==> config.mk <==
export PLATFORM = sky130hd
export DESIGN_NAME = hazard_control_unit_flat
export DESIGN_NICKNAME = d
export VERILOG_FILES = /design/src/rtl/hazard_control_unit_if.sv /design/src/rtl/hazard_control_unit.sv /design/src/flat_wrapper.sv
export SDC_FILE = /design/constraint.sdc
export NUM_CORES = 1
export LEC_CHECK = 0
export ABC_AREA = 1
export CORE_MARGIN = 3
export CORE_UTILIZATION = 36
export CTS_BUF_LIST = sky130_fd_sc_hd__clkbuf_4
export CTS_CLUSTER_SIZE = 40
export DETAILED_ROUTE_END_ITERATION = 7
export DONT_BUFFER_PORTS = 1
export HOLD_SLACK_MARGIN = 0.03
export SKIP_CTS_REPAIR_TIMING = 1
export SYNTH_ARGS = -nofsm -noshare
export SYNTH_HDL_FRONTEND = slang
export SYNTH_SLANG_ARGS = --single-unit
==> constraint.sdc <==
create_clock -name clock -period 2.2 [get_ports clock]
set_input_delay 0.22 -clock clock [delete_from_list [all_inputs] [get_ports clock]]
set_output_delay 0.22 -clock clock [all_outputs]
set_load 0.02 [all_outputs]
==> src/rtl/hazard_control_unit_if.sv <==
// Hazard unit bundle: pipeline hazard sources in, stall/flush controls out.
// master drives the pipeline side, slave is the hazard unit.
interface hazard_control_unit_if;
  logic [3:0]  id_rs;
  logic [3:0]  id_rt;
  logic        id_uses_rs;
  logic        id_uses_rt;
  logic        ex_memRead;
  logic [3:0]  ex_rd;
  logic        branch_taken;
  logic        mem_busy;
  logic        id_halt;
  logic        resume;

  logic        pc_write;
  logic        stall_ifid;
  logic        flush_ifid;
  logic        stall_idex;
  logic        flush_idex;
  logic        stall_back;
  logic        halted;
  logic        fault;
  logic [2:0]  state;
  logic [15:0] stall_cycles;
  logic [15:0] flush_count;

  modport master (
    output id_rs, id_rt, id_uses_rs, id_uses_rt,
    output ex_memRead, ex_rd,
    output branch_taken, mem_busy, id_halt, resume,
    input  pc_write, stall_ifid, flush_ifid,
    input  stall_idex, flush_idex, stall_back,
    input  halted, fault, state,
    input  stall_cycles, flush_count
  );

  modport slave (
    input  id_rs, id_rt, id_uses_rs, id_uses_rt,
    input  ex_memRead, ex_rd,
    input  branch_taken, mem_busy, id_halt, resume,
    output pc_write, stall_ifid, flush_ifid,
    output stall_idex, flush_idex, stall_back,
    output halted, fault, state,
    output stall_cycles, flush_count
  );
endinterface

==> src/rtl/hazard_control_unit.sv <==
// Pipeline hazard controller: load-use bubbles, branch flushes,
// memory-wait freeze with timeout fault, and HALT drain/resume.
module hazard_control_unit #(
  parameter int unsigned WAIT_LIMIT = 15
) (
  input  logic                  clock,
  input  logic                  reset,
  hazard_control_unit_if.slave  hz
);

  typedef enum logic [2:0] {
    RUN      = 3'd0,
    MEM_WAIT = 3'd1,
    DRAIN    = 3'd2,
    HALTED   = 3'd3,
    FAULT    = 3'd4
  } state_e;

  state_e      state_q, state_d;
  logic [7:0]  wait_cnt_q, wait_cnt_d;
  logic [1:0]  drain_cnt_q, drain_cnt_d;
  logic [15:0] stall_q, stall_d;
  logic [15:0] flush_q, flush_d;

  logic load_use;
  logic rs_hit;
  logic rt_hit;
  logic pc_write;
  logic stall_ifid;
  logic flush_ifid;
  logic stall_idex;
  logic flush_idex;
  logic stall_back;
  logic halted;
  logic fault;

  assign rs_hit = hz.id_uses_rs && (hz.id_rs == hz.ex_rd);
  assign rt_hit = hz.id_uses_rt && (hz.id_rt == hz.ex_rd);
  assign load_use = hz.ex_memRead && (hz.ex_rd != 4'd0)
                 && (rs_hit || rt_hit);

  always_comb begin
    state_d     = state_q;
    wait_cnt_d  = wait_cnt_q;
    drain_cnt_d = drain_cnt_q;
    pc_write    = 1'b1;
    stall_ifid  = 1'b0;
    flush_ifid  = 1'b0;
    stall_idex  = 1'b0;
    flush_idex  = 1'b0;
    stall_back  = 1'b0;
    halted      = 1'b0;
    fault       = 1'b0;

    unique case (state_q)
      RUN, MEM_WAIT: begin
        if (hz.mem_busy) begin
          pc_write   = 1'b0;
          stall_ifid = 1'b1;
          stall_idex = 1'b1;
          stall_back = 1'b1;
          if (state_q == RUN) begin
            state_d    = MEM_WAIT;
            wait_cnt_d = 8'd1;
          end else if (wait_cnt_q == 8'(WAIT_LIMIT)) begin
            state_d = FAULT;
          end else begin
            wait_cnt_d = wait_cnt_q + 8'd1;
          end
        end else begin
          state_d    = RUN;
          wait_cnt_d = 8'd0;
          if (hz.branch_taken) begin
            flush_ifid = 1'b1;
            flush_idex = 1'b1;
          end else if (load_use) begin
            pc_write   = 1'b0;
            stall_ifid = 1'b1;
            flush_idex = 1'b1;
          end else if (hz.id_halt) begin
            pc_write    = 1'b0;
            stall_ifid  = 1'b1;
            flush_idex  = 1'b1;
            state_d     = DRAIN;
            drain_cnt_d = 2'd3;
          end
        end
      end

      DRAIN: begin
        pc_write   = 1'b0;
        stall_ifid = 1'b1;
        if (hz.mem_busy) begin
          stall_idex = 1'b1;
          stall_back = 1'b1;
        end else begin
          flush_idex = 1'b1;
          // A zero count here would mean we are already drained
          if (drain_cnt_q <= 2'd1) begin
            drain_cnt_d = 2'd0;
            state_d     = HALTED;
          end else begin
            drain_cnt_d = drain_cnt_q - 2'd1;
          end
        end
      end

      HALTED: begin
        halted     = 1'b1;
        flush_idex = 1'b1;
        if (hz.resume) begin
          flush_ifid = 1'b1;
          state_d    = RUN;
        end else begin
          pc_write   = 1'b0;
          stall_ifid = 1'b1;
        end
      end

      FAULT: begin
        fault      = 1'b1;
        pc_write   = 1'b0;
        stall_ifid = 1'b1;
        stall_idex = 1'b1;
        stall_back = 1'b1;
      end

      default: begin
        state_d = RUN;
      end
    endcase
  end

  always_comb begin
    stall_d = stall_q;
    flush_d = flush_q;
    if (!pc_write && (stall_q != 16'hFFFF)) begin
      stall_d = stall_q + 16'd1;
    end
    if (flush_ifid && (flush_q != 16'hFFFF)) begin
      flush_d = flush_q + 16'd1;
    end
  end

  always_ff @(posedge clock or negedge reset) begin
    if (!reset) begin
      state_q     <= RUN;
      wait_cnt_q  <= 8'd0;
      drain_cnt_q <= 2'd0;
      stall_q     <= 16'd0;
      flush_q     <= 16'd0;
    end else begin
      state_q     <= state_d;
      wait_cnt_q  <= wait_cnt_d;
      drain_cnt_q <= drain_cnt_d;
      stall_q     <= stall_d;
      flush_q     <= flush_d;
    end
  end

  assign hz.pc_write     = pc_write;
  assign hz.stall_ifid   = stall_ifid;
  assign hz.flush_ifid   = flush_ifid;
  assign hz.stall_idex   = stall_idex;
  assign hz.flush_idex   = flush_idex;
  assign hz.stall_back   = stall_back;
  assign hz.halted       = halted;
  assign hz.fault        = fault;
  assign hz.state        = state_q;
  assign hz.stall_cycles = stall_q;
  assign hz.flush_count  = flush_q;

endmodule

==> src/flat_wrapper.sv <==
// flat-port wrapper written by rule: the top's interface ports become plain ports
module hazard_control_unit_flat 
#(
  parameter int unsigned WAIT_LIMIT = 15
)
  (clock, reset, hz_id_rs, hz_id_rt, hz_id_uses_rs, hz_id_uses_rt, hz_ex_memRead, hz_ex_rd, hz_branch_taken, hz_mem_busy, hz_id_halt, hz_resume, hz_pc_write, hz_stall_ifid, hz_flush_ifid, hz_stall_idex, hz_flush_idex, hz_stall_back, hz_halted, hz_fault, hz_state, hz_stall_cycles, hz_flush_count);
  hazard_control_unit_if hz_i ();
  input  logic clock;
  input  logic reset;
  input wire logic [$bits(hz_i.id_rs)-1:0] hz_id_rs;
  input wire logic [$bits(hz_i.id_rt)-1:0] hz_id_rt;
  input wire logic [$bits(hz_i.id_uses_rs)-1:0] hz_id_uses_rs;
  input wire logic [$bits(hz_i.id_uses_rt)-1:0] hz_id_uses_rt;
  input wire logic [$bits(hz_i.ex_memRead)-1:0] hz_ex_memRead;
  input wire logic [$bits(hz_i.ex_rd)-1:0] hz_ex_rd;
  input wire logic [$bits(hz_i.branch_taken)-1:0] hz_branch_taken;
  input wire logic [$bits(hz_i.mem_busy)-1:0] hz_mem_busy;
  input wire logic [$bits(hz_i.id_halt)-1:0] hz_id_halt;
  input wire logic [$bits(hz_i.resume)-1:0] hz_resume;
  output wire logic [$bits(hz_i.pc_write)-1:0] hz_pc_write;
  output wire logic [$bits(hz_i.stall_ifid)-1:0] hz_stall_ifid;
  output wire logic [$bits(hz_i.flush_ifid)-1:0] hz_flush_ifid;
  output wire logic [$bits(hz_i.stall_idex)-1:0] hz_stall_idex;
  output wire logic [$bits(hz_i.flush_idex)-1:0] hz_flush_idex;
  output wire logic [$bits(hz_i.stall_back)-1:0] hz_stall_back;
  output wire logic [$bits(hz_i.halted)-1:0] hz_halted;
  output wire logic [$bits(hz_i.fault)-1:0] hz_fault;
  output wire logic [$bits(hz_i.state)-1:0] hz_state;
  output wire logic [$bits(hz_i.stall_cycles)-1:0] hz_stall_cycles;
  output wire logic [$bits(hz_i.flush_count)-1:0] hz_flush_count;
  assign hz_i.id_rs = hz_id_rs;
  assign hz_i.id_rt = hz_id_rt;
  assign hz_i.id_uses_rs = hz_id_uses_rs;
  assign hz_i.id_uses_rt = hz_id_uses_rt;
  assign hz_i.ex_memRead = hz_ex_memRead;
  assign hz_i.ex_rd = hz_ex_rd;
  assign hz_i.branch_taken = hz_branch_taken;
  assign hz_i.mem_busy = hz_mem_busy;
  assign hz_i.id_halt = hz_id_halt;
  assign hz_i.resume = hz_resume;
  assign hz_pc_write = hz_i.pc_write;
  assign hz_stall_ifid = hz_i.stall_ifid;
  assign hz_flush_ifid = hz_i.flush_ifid;
  assign hz_stall_idex = hz_i.stall_idex;
  assign hz_flush_idex = hz_i.flush_idex;
  assign hz_stall_back = hz_i.stall_back;
  assign hz_halted = hz_i.halted;
  assign hz_fault = hz_i.fault;
  assign hz_state = hz_i.state;
  assign hz_stall_cycles = hz_i.stall_cycles;
  assign hz_flush_count = hz_i.flush_count;
  hazard_control_unit #(.WAIT_LIMIT(WAIT_LIMIT)) u_core (.clock(clock), .reset(reset), .hz(hz_i));
endmodule
==> results of run 1 <==
==> power groups by stage <==
stage	combinational (mW)	clock, mW	sequential, mW
final	0.0557	0.523	0.827
after global routing	0.0655	0.579	0.828
after CTS	0.0310	0.546	0.827
after detailed placement	0.0307	0	0.843
after global placement	0.0301	0	0.843
after floorplan	0.0257	0	0.843
==> critical path, stage by stage, from the launching register on <==
cell     delay [ns]
dfrtp_2        0.52
nor2_2         0.18
nand2_2        0.11
nand2_4        0.10
nand2_4        0.06
inv_1          0.11
nand2_2        0.11
nand2_1        0.11
buf_4          0.15
==> state kept, by name, indices dropped and copies added (netlist names) <==
register and cells:
u_core.hz.flush_count 16, u_core.drain_cnt_q 2, u_core.hz.state 3, u_core.wait_cnt_q 8
u_core.hz.stall_cycles 16
==> cells by family after synthesis <==
kind of cell	after synthesis	synth area share, %
flops	45	40.0
fa+ha+maj	3	1.33
xor+xnor	25	8.05
compound gates	28	6.18
buf+inv	60	8.27
simple gates	213	36.1
==> synthesized netlist by cell type <==
master,count,share of area (%)
a21boi_0,2,0.53
nor3_4,1,0.58
or2_0,1,0.22
o21a_1,1,0.27
nor3_2,1,0.36
xnor2_1,11,3.4
ha_1,3,1.3
nor4_1,3,0.67
xor2_1,13,4.0
o31ai_1,1,0.27
buf_4,1,0.27
xor2_2,1,0.58
inv_1,50,6.7
nand4_1,19,4.2
nand2_1,109,15
nor2_1,30,4.0
nor3_1,6,1.1
clkinv_1,1,0.13
a22oi_1,2,0.53
nand3_1,30,5.3
inv_2,3,0.40
nor2_2,1,0.22
nand2_4,4,1.6
nand2_2,2,0.44
o22ai_1,2,0.44
dfrtp_1,45,40
o211ai_1,1,0.27
a21oi_1,6,1.1
a211oi_1,1,0.27
o21ai_4,1,0.58
clkbuf_1,2,0.27
nor2_8,2,1.4
nand3_2,2,0.71
buf_2,3,0.53
nor2_4,1,0.40
and3b_2,1,0.36
o21ai_0,11,2.0
==> area by class of cell <==
class | count | share of cell area [%]
clock buffer | 6 | 1.40
clock inverter | 2 | 1.05
inverter | 54 | 6.28
multi-input combinational | 269 | 45.2
sequential | 45 | 34.9
tap | 99 | 3.84
timing repair buffer | 28 | 7.29
==> worst paths after layout <==
path                       slack, ns                  start  cells after the start                   endpoint
min                             0.11            hz_mem_busy                      3      u_core.drain_cnt_q[1]
max                             0.18     u_core.hz.state[0]                      8                hz_pc_write
max reg2reg                     0.34     u_core.hz.state[0]                     12  u_core.hz.flush_count[15]
max in group asynchronous       1.62                  reset                      2         u_core.hz.state[0]
min reg2reg                     0.54  u_core.drain_cnt_q[0]                      2      u_core.drain_cnt_q[0]
min in group asynchronous       0.32                  reset                      2  u_core.hz.stall_cycles[7]
==> placed cells by master (no fill, tap or decap), drive strengths merged <==
master       Yosys  layout
o31ai            1       1
clkbuf           2       6
o22ai            2       2
ha               3       3
a21oi            6       6
nor2            34      34
nand3           32      32
a22oi            2       2
nand2          115     115
o21ai           12      12
o21a             1       1
inv             53      54
xnor2           11      11
a211oi           1       1
buf              4      26
nor4             3       3
xor2            14      14
o211ai           1       1
and3b            1       1
a21boi           2       2
nor3             8       8
clkinv           1       1
nand4           19      19
dfrtp           45      45
bufinv           0       1
or2              1       1
dlygate4sd3      0       2
==> per-layer routing <==
layer / up-vias / share of wire, %
li1: 1253 / -
met1: 1128 / 46
met2: 55 / 46
met3: 5 / 7.0
met4: 0 / 0.77
met5: - / 0
==> per-stage QoR <==
stage               cell area, um2  power (mW)  util (%)  cells  worst slack, ns
global placement              3070       0.873      41.5    489            0.331
CTS                           3150        1.40      42.5    497          0.00457
finish                        3230        1.41      43.5    503            0.178
detailed placement            3070       0.874      41.5    489            0.289
global route                  3230        1.47      43.5    503          0.00954
floorplan                     2810       0.869         -    374            0.112
==> flow_metrics.py, run 1 <==
metrics = {
    "power": {
        "p_sw_share_pct": 22.0,
        "peakVddDrop_v": 0.000253,
        "pwr-share-clk_pct": 37.2,
        "power_frac_comb_pct": 4.0,
        "intPower_mw": 1.10,
        "power.density_nw_per_um2": 436,
        "switching_power_uw": 309,
        "cellLeakagePower_nw": 1.70,
        "pwr-share-seq_pct": 58.9,
    },
    "global_routing": {
        "grt_pass1_wl_um": 10400,
        "met2_usage_pct": 23.6,
        "grtUsageMet1_pct": 18.4,
        "grt_overflow": 0,
        "grt_usage_pct": 14.5,
        "use_met3_pct": 4.70,
        "grt_antenna_before_repair": 0,
        "grt_max_degree": 46,
        "grt-busiest-layer": "met2",
        "grt_pass1_vias": 2287,
    },
    "critical_path": {
        "arrival_ns": 1.80,
        "crit_required_ns": 1.98,
        "worstPathMaxFanout": 5,
        "criticalPathCategory": "reg -> out",
        "crit_path_end_kind": "primary output",
        "cp-start-kind": "register",
    },
    "sta": {
        "period_minus_slack_ns": 2.02,
        "fmax_mhz": 495,
        "fin_hold_ws_ns": 0.108,
        "finalCritPeriodShare_pct": 91.9,
        "slew_headroom_pct": 74.6,
        "rsz0062_at_grt": "no",
        "hold_viol_final": 0,
        "tightestPinTransition_ns": 0.381,
        "fin_worst_skew_ns": 0.0180,
        "finalSetupTns_ns": 0,
        "setup_viol": 0,
        "finalMaxSlewViolations": 0,
    },
    "drt": {
        "routedWlPerCell_um": 12.4,
        "firstDrtPassIters": 4,
        "drcViolationCount": 0,
        "avgViaCountPerCell": 4.85,
        "postRouteAntennaNets": 0,
        "routed_wl_um": 6210,
        "drt-initial-drc-count": 91,
        "num_vias": 2441,
    },
    "synthesis": {
        "yosysSeqAreaShare_pct": 40.0,
        "syn_area_um2": 2810,
        "yosysWarnings": 0,
        "synth_nets": 398,
        "ys_ff_latch": 45,
        "avgSynthCellArea_um2": 7.52,
        "yosysUniqueCellTypes": 37,
        "syn_inst": 374,
    },
    "floorplanning": {
        "die_area_um2": 8910,
        "die_height_um": 94.4,
        "die_width_um": 94.4,
        "rows": 31,
        "core_area_um2": 7410,
        "io_pins": 64,
        "initial_core_util_pct": 38.0,
    },
    "finish": {
        "num-fill-cells": 767,
        "multi_input_area_um2": 1460,
        "n_antenna_cell": 0,
        "nNetsFinal": 427,
        "regArea_um2": 1130,
        "drive_gt1_share_pct": 13.9,
        "area_delta_synth_final_pct": 14.6,
    },
    "clock_tree": {
        "cts.htree.levels": 2,
        "path_clk_slew_ns": 0.13,
        "clock_path_buffers": 2,
        "clock-root-buffer": "clkbuf_4",
        "cts_tree": "built",
        "clk_latency_ns": 0.36,
        "cts_made_buffers": 5,
        "cts_sinks": 45,
    },
    "placed_design": {
        "dp_hpwl_um": 4840,
        "place.gp.congestion": 0.835,
        "place.port_buffers": 0,
    },
    "min_path": {
        "hold_class": "in -> reg",
    },
    "job": {
        "max_cap_violations": 0,
    },
    "status": {
        "outcome": "finished clean",
    },
}
Power figures use the tool's default switching activity.
==> run 2: changes to the inputs <==
ABC_AREA = unset   (was 1)
SKIP_CTS_REPAIR_TIMING = unset   (was 1)
==> run 2 against run 1 <==
  * Non-clock buffer count is 4 lower
  * Global-route usage is 0.22 points higher
  * Area after synthesis is 12% lower
  * Via count is 21% lower
  * Setup slack worse by 0.084 ns
  * Total power is 140% higher
  * Fmax is 4.0% lower
  * Core utilization hardly changed
  * Clock skew is 0.0073 ns lower
  * Sequential share of layout area is 4.7 points higher
  * First-iteration DRC count is 16% lower
  * Critical path depth is 2 lower
==> flow_metrics.py, run 2 <==
metrics = {
    "status": {
        "outcome": "finished clean",
    },
    "sta": {
        "period_minus_slack_ns": 2.11,
        "tightestPinTransition_ns": 0.471,
        "finalMaxSlewViolations": 0,
        "fin_worst_skew_ns": 0.0107,
        "rsz0062_at_grt": "yes",
        "finalCritPeriodShare_pct": 95.7,
        "fmax_mhz": 475,
        "hold_viol_final": 0,
        "slew_headroom_pct": 68.6,
        "setup_viol": 0,
    },
    "clock_tree": {
        "cts_tree": "built",
        "cts_made_buffers": 5,
        "cts_sinks": 45,
        "clock-root-buffer": "clkbuf_4",
        "cts.htree.levels": 2,
        "clock_path_buffers": 2,
        "clk_latency_ns": 0.36,
        "path_clk_slew_ns": 0.13,
    },
    "placed_design": {
        "place.port_buffers": 0,
        "dp_hpwl_um": 4100,
        "dp_cells": 344,
        "place.gp.congestion": 0.809,
        "placed_cell_area_um2": 2690,
    },
    "min_path": {
        "hold_class": "in -> reg",
    },
    "synthesis": {
        "yosysSeqAreaShare_pct": 45.2,
        "avgSynthCellArea_um2": 9.84,
        "yosysMostFrequentCell": "dfrtp_1",
        "yosysWarnings": 0,
        "synth_nets": 277,
        "synthTopCellsByArea": "dfrtp_1 45%, xnor2_1 7.7%, xor2_1 7.4%, nand2_1 3.9%, nand3_1 3.8%",
        "synth_top_area_share_pct": 45.2,
        "synthTopCellsByCount": "45 x dfrtp_1, 26 x nand2_1, 22 x xnor2_1",
        "yosys.area.top_type": "dfrtp_1",
        "ys_ff_latch": 45,
        "async_flop_share_pct": 100,
        "yosysUniqueCellTypes": 45,
        "synth_ff_type": "dfrtp_1",
        "syn_area_um2": 2490,
        "syn_inst": 253,
        "synth_edf_count": 0,
    },
    "job": {
        "max_cap_violations": 0,
    },
    "critical_path": {
        "crit_required_ns": 1.98,
        "crit_path_end_kind": "primary output",
        "arrival_ns": 1.89,
        "cp-start-kind": "register",
        "worstPathMaxFanout": 8,
        "criticalPathCategory": "reg -> out",
    },
    "drt": {
        "drcViolationCount": 0,
        "num_vias": 1933,
        "routedWlPerCell_um": 15.4,
        "routed_wl_um": 5490,
        "avgViaCountPerCell": 5.43,
        "drt-initial-drc-count": 76,
        "firstDrtPassIters": 6,
        "postRouteAntennaNets": 0,
    },
    "finish": {
        "utilization_pct": 43.5,
        "drive_gt1_share_pct": 16.5,
        "design_area_um2": 2840,
        "num-fill-cells": 650,
        "n_antenna_cell": 0,
        "mostFrequentLayoutCell": "dfrtp_1",
        "area_delta_synth_final_pct": 14.2,
        "stdcell_count": 356,
        "mostFrequentLayoutCells": "43 x dfrtp_1, 26 x nand2_1, 22 x xnor2_1",
        "nNetsFinal": 302,
    },
    "power": {
        "peakVddDrop_v": 0.000406,
        "cellLeakagePower_nw": 1.26,
        "p_total_mw": 3.31,
        "power.density_nw_per_um2": 1160,
    },
    "global_routing": {
        "grt_max_degree": 46,
        "grt_usage_pct": 14.7,
        "grt_antenna_before_repair": 0,
        "met2_usage_pct": 24.4,
        "grt-busiest-layer": "met2",
        "use_met3_pct": 4.88,
        "grt_overflow": 0,
        "grt_pass1_wl_um": 9070,
        "grt_pass1_vias": 1895,
        "grtUsageMet1_pct": 17.9,
    },
    "floorplanning": {
        "io_pins": 64,
        "rows": 29,
        "die_height_um": 89.2,
        "die_area_um2": 7950,
        "initial_core_util_pct": 38.1,
        "core_area_um2": 6530,
        "die_width_um": 89.2,
    },
}
run 2: cell types whose count changed after synthesis, moves of 8 or more:
| cell | previous run | this run |
|---|---|---|
| nor2_1 | 30 | 21 |
| nand3_1 | 30 | 19 |
| nand2_1 | 109 | 26 |
| inv_1 | 50 | 8 |
| xnor2_1 | 11 | 22 |
| xor2_1 | 13 | 21 |
run 2: final cells by class:
type	instances	area, um2	area share, %
Sequential cell	45	1130	39.7
Inverter	8	30.0	1.06
Tap cell	77	96.3	3.39
Timing Repair Buffer	24	205	7.22
Multi-Input combinational cell	194	1310	45.9
Clock buffer	6	45.0	1.58
Clock inverter	2	33.8	1.19
run 2: critical path, stage by stage (launching register included):
cell and delay (ns):
dfrtp_2 0.47, nand2b_2 0.24, o22ai_2 0.20, nor2_2 0.06, and2_4 0.19, nand2b_1 0.18, inv_1 0.18
run 2: metal layers:
metal / wire, um / vias to the layer above
li1: - / 933
met1: 2460 / 932
met2: 2560 / 60
met3: 378 / 8
met4: 87 / 0
met5: 0 / -
run 2: worst paths after layout:
check,start,end,slack (ns),depth (start not counted)
setup / recovery,u_core.hz.state[2],hz_stall_ifid,0.09,6
hold / removal,hz_mem_busy,u_core.wait_cnt_q[0],0.05,2
setup reg to reg,u_core.hz.state[1],u_core.hz.stall_cycles[1],0.16,7
hold reg to reg,u_core.wait_cnt_q[7],u_core.wait_cnt_q[7],0.55,2
max in group asynchronous,reset,u_core.hz.state[2],1.62,2
min in group asynchronous,reset,u_core.hz.flush_count[10],0.34,2
run 2: power by group:
part / switching (mW) / internal (mW)
Clock: 0.272 / 0.249
Combinational: 0.848 / 0.596
Sequential: 0.333 / 1.01
run 2: timing repair:
action	4_1_cts	5_1_grt
buffers inserted	0	1
hold buffers	3	0
hold endpoints to repair	46	0
endpoints found under the setup margin	1	2
gates resized for setup	1	5
run 2: cells by family (layout without fill, tap and decap cells):
family	Yosys count	count (layout)	synth area share (%)
flip-flops	45	45	45.2
AND/OR/NAND/NOR	114	114	25.4
multiplexers	3	3	1.31
AO/OA/AOI/OAI	31	31	8.54
adder cells (fa/ha/maj)	3	3	1.51
XOR/XNOR	43	43	15.1
buffers and inverters	14	40	2.91
run 2: per-stage QoR:
step	hold slack, ns	setup TNS, ns	worst slack [ns]
after floorplan	-0.0756	0	0.206
after global placement	-0.0739	0	0.242
after detailed placement	-0.0740	0	0.201
after CTS	0.0317	0	0.00173
after global routing	0.0433	-0.0436	-0.0255
final	0.0499	0	0.0936
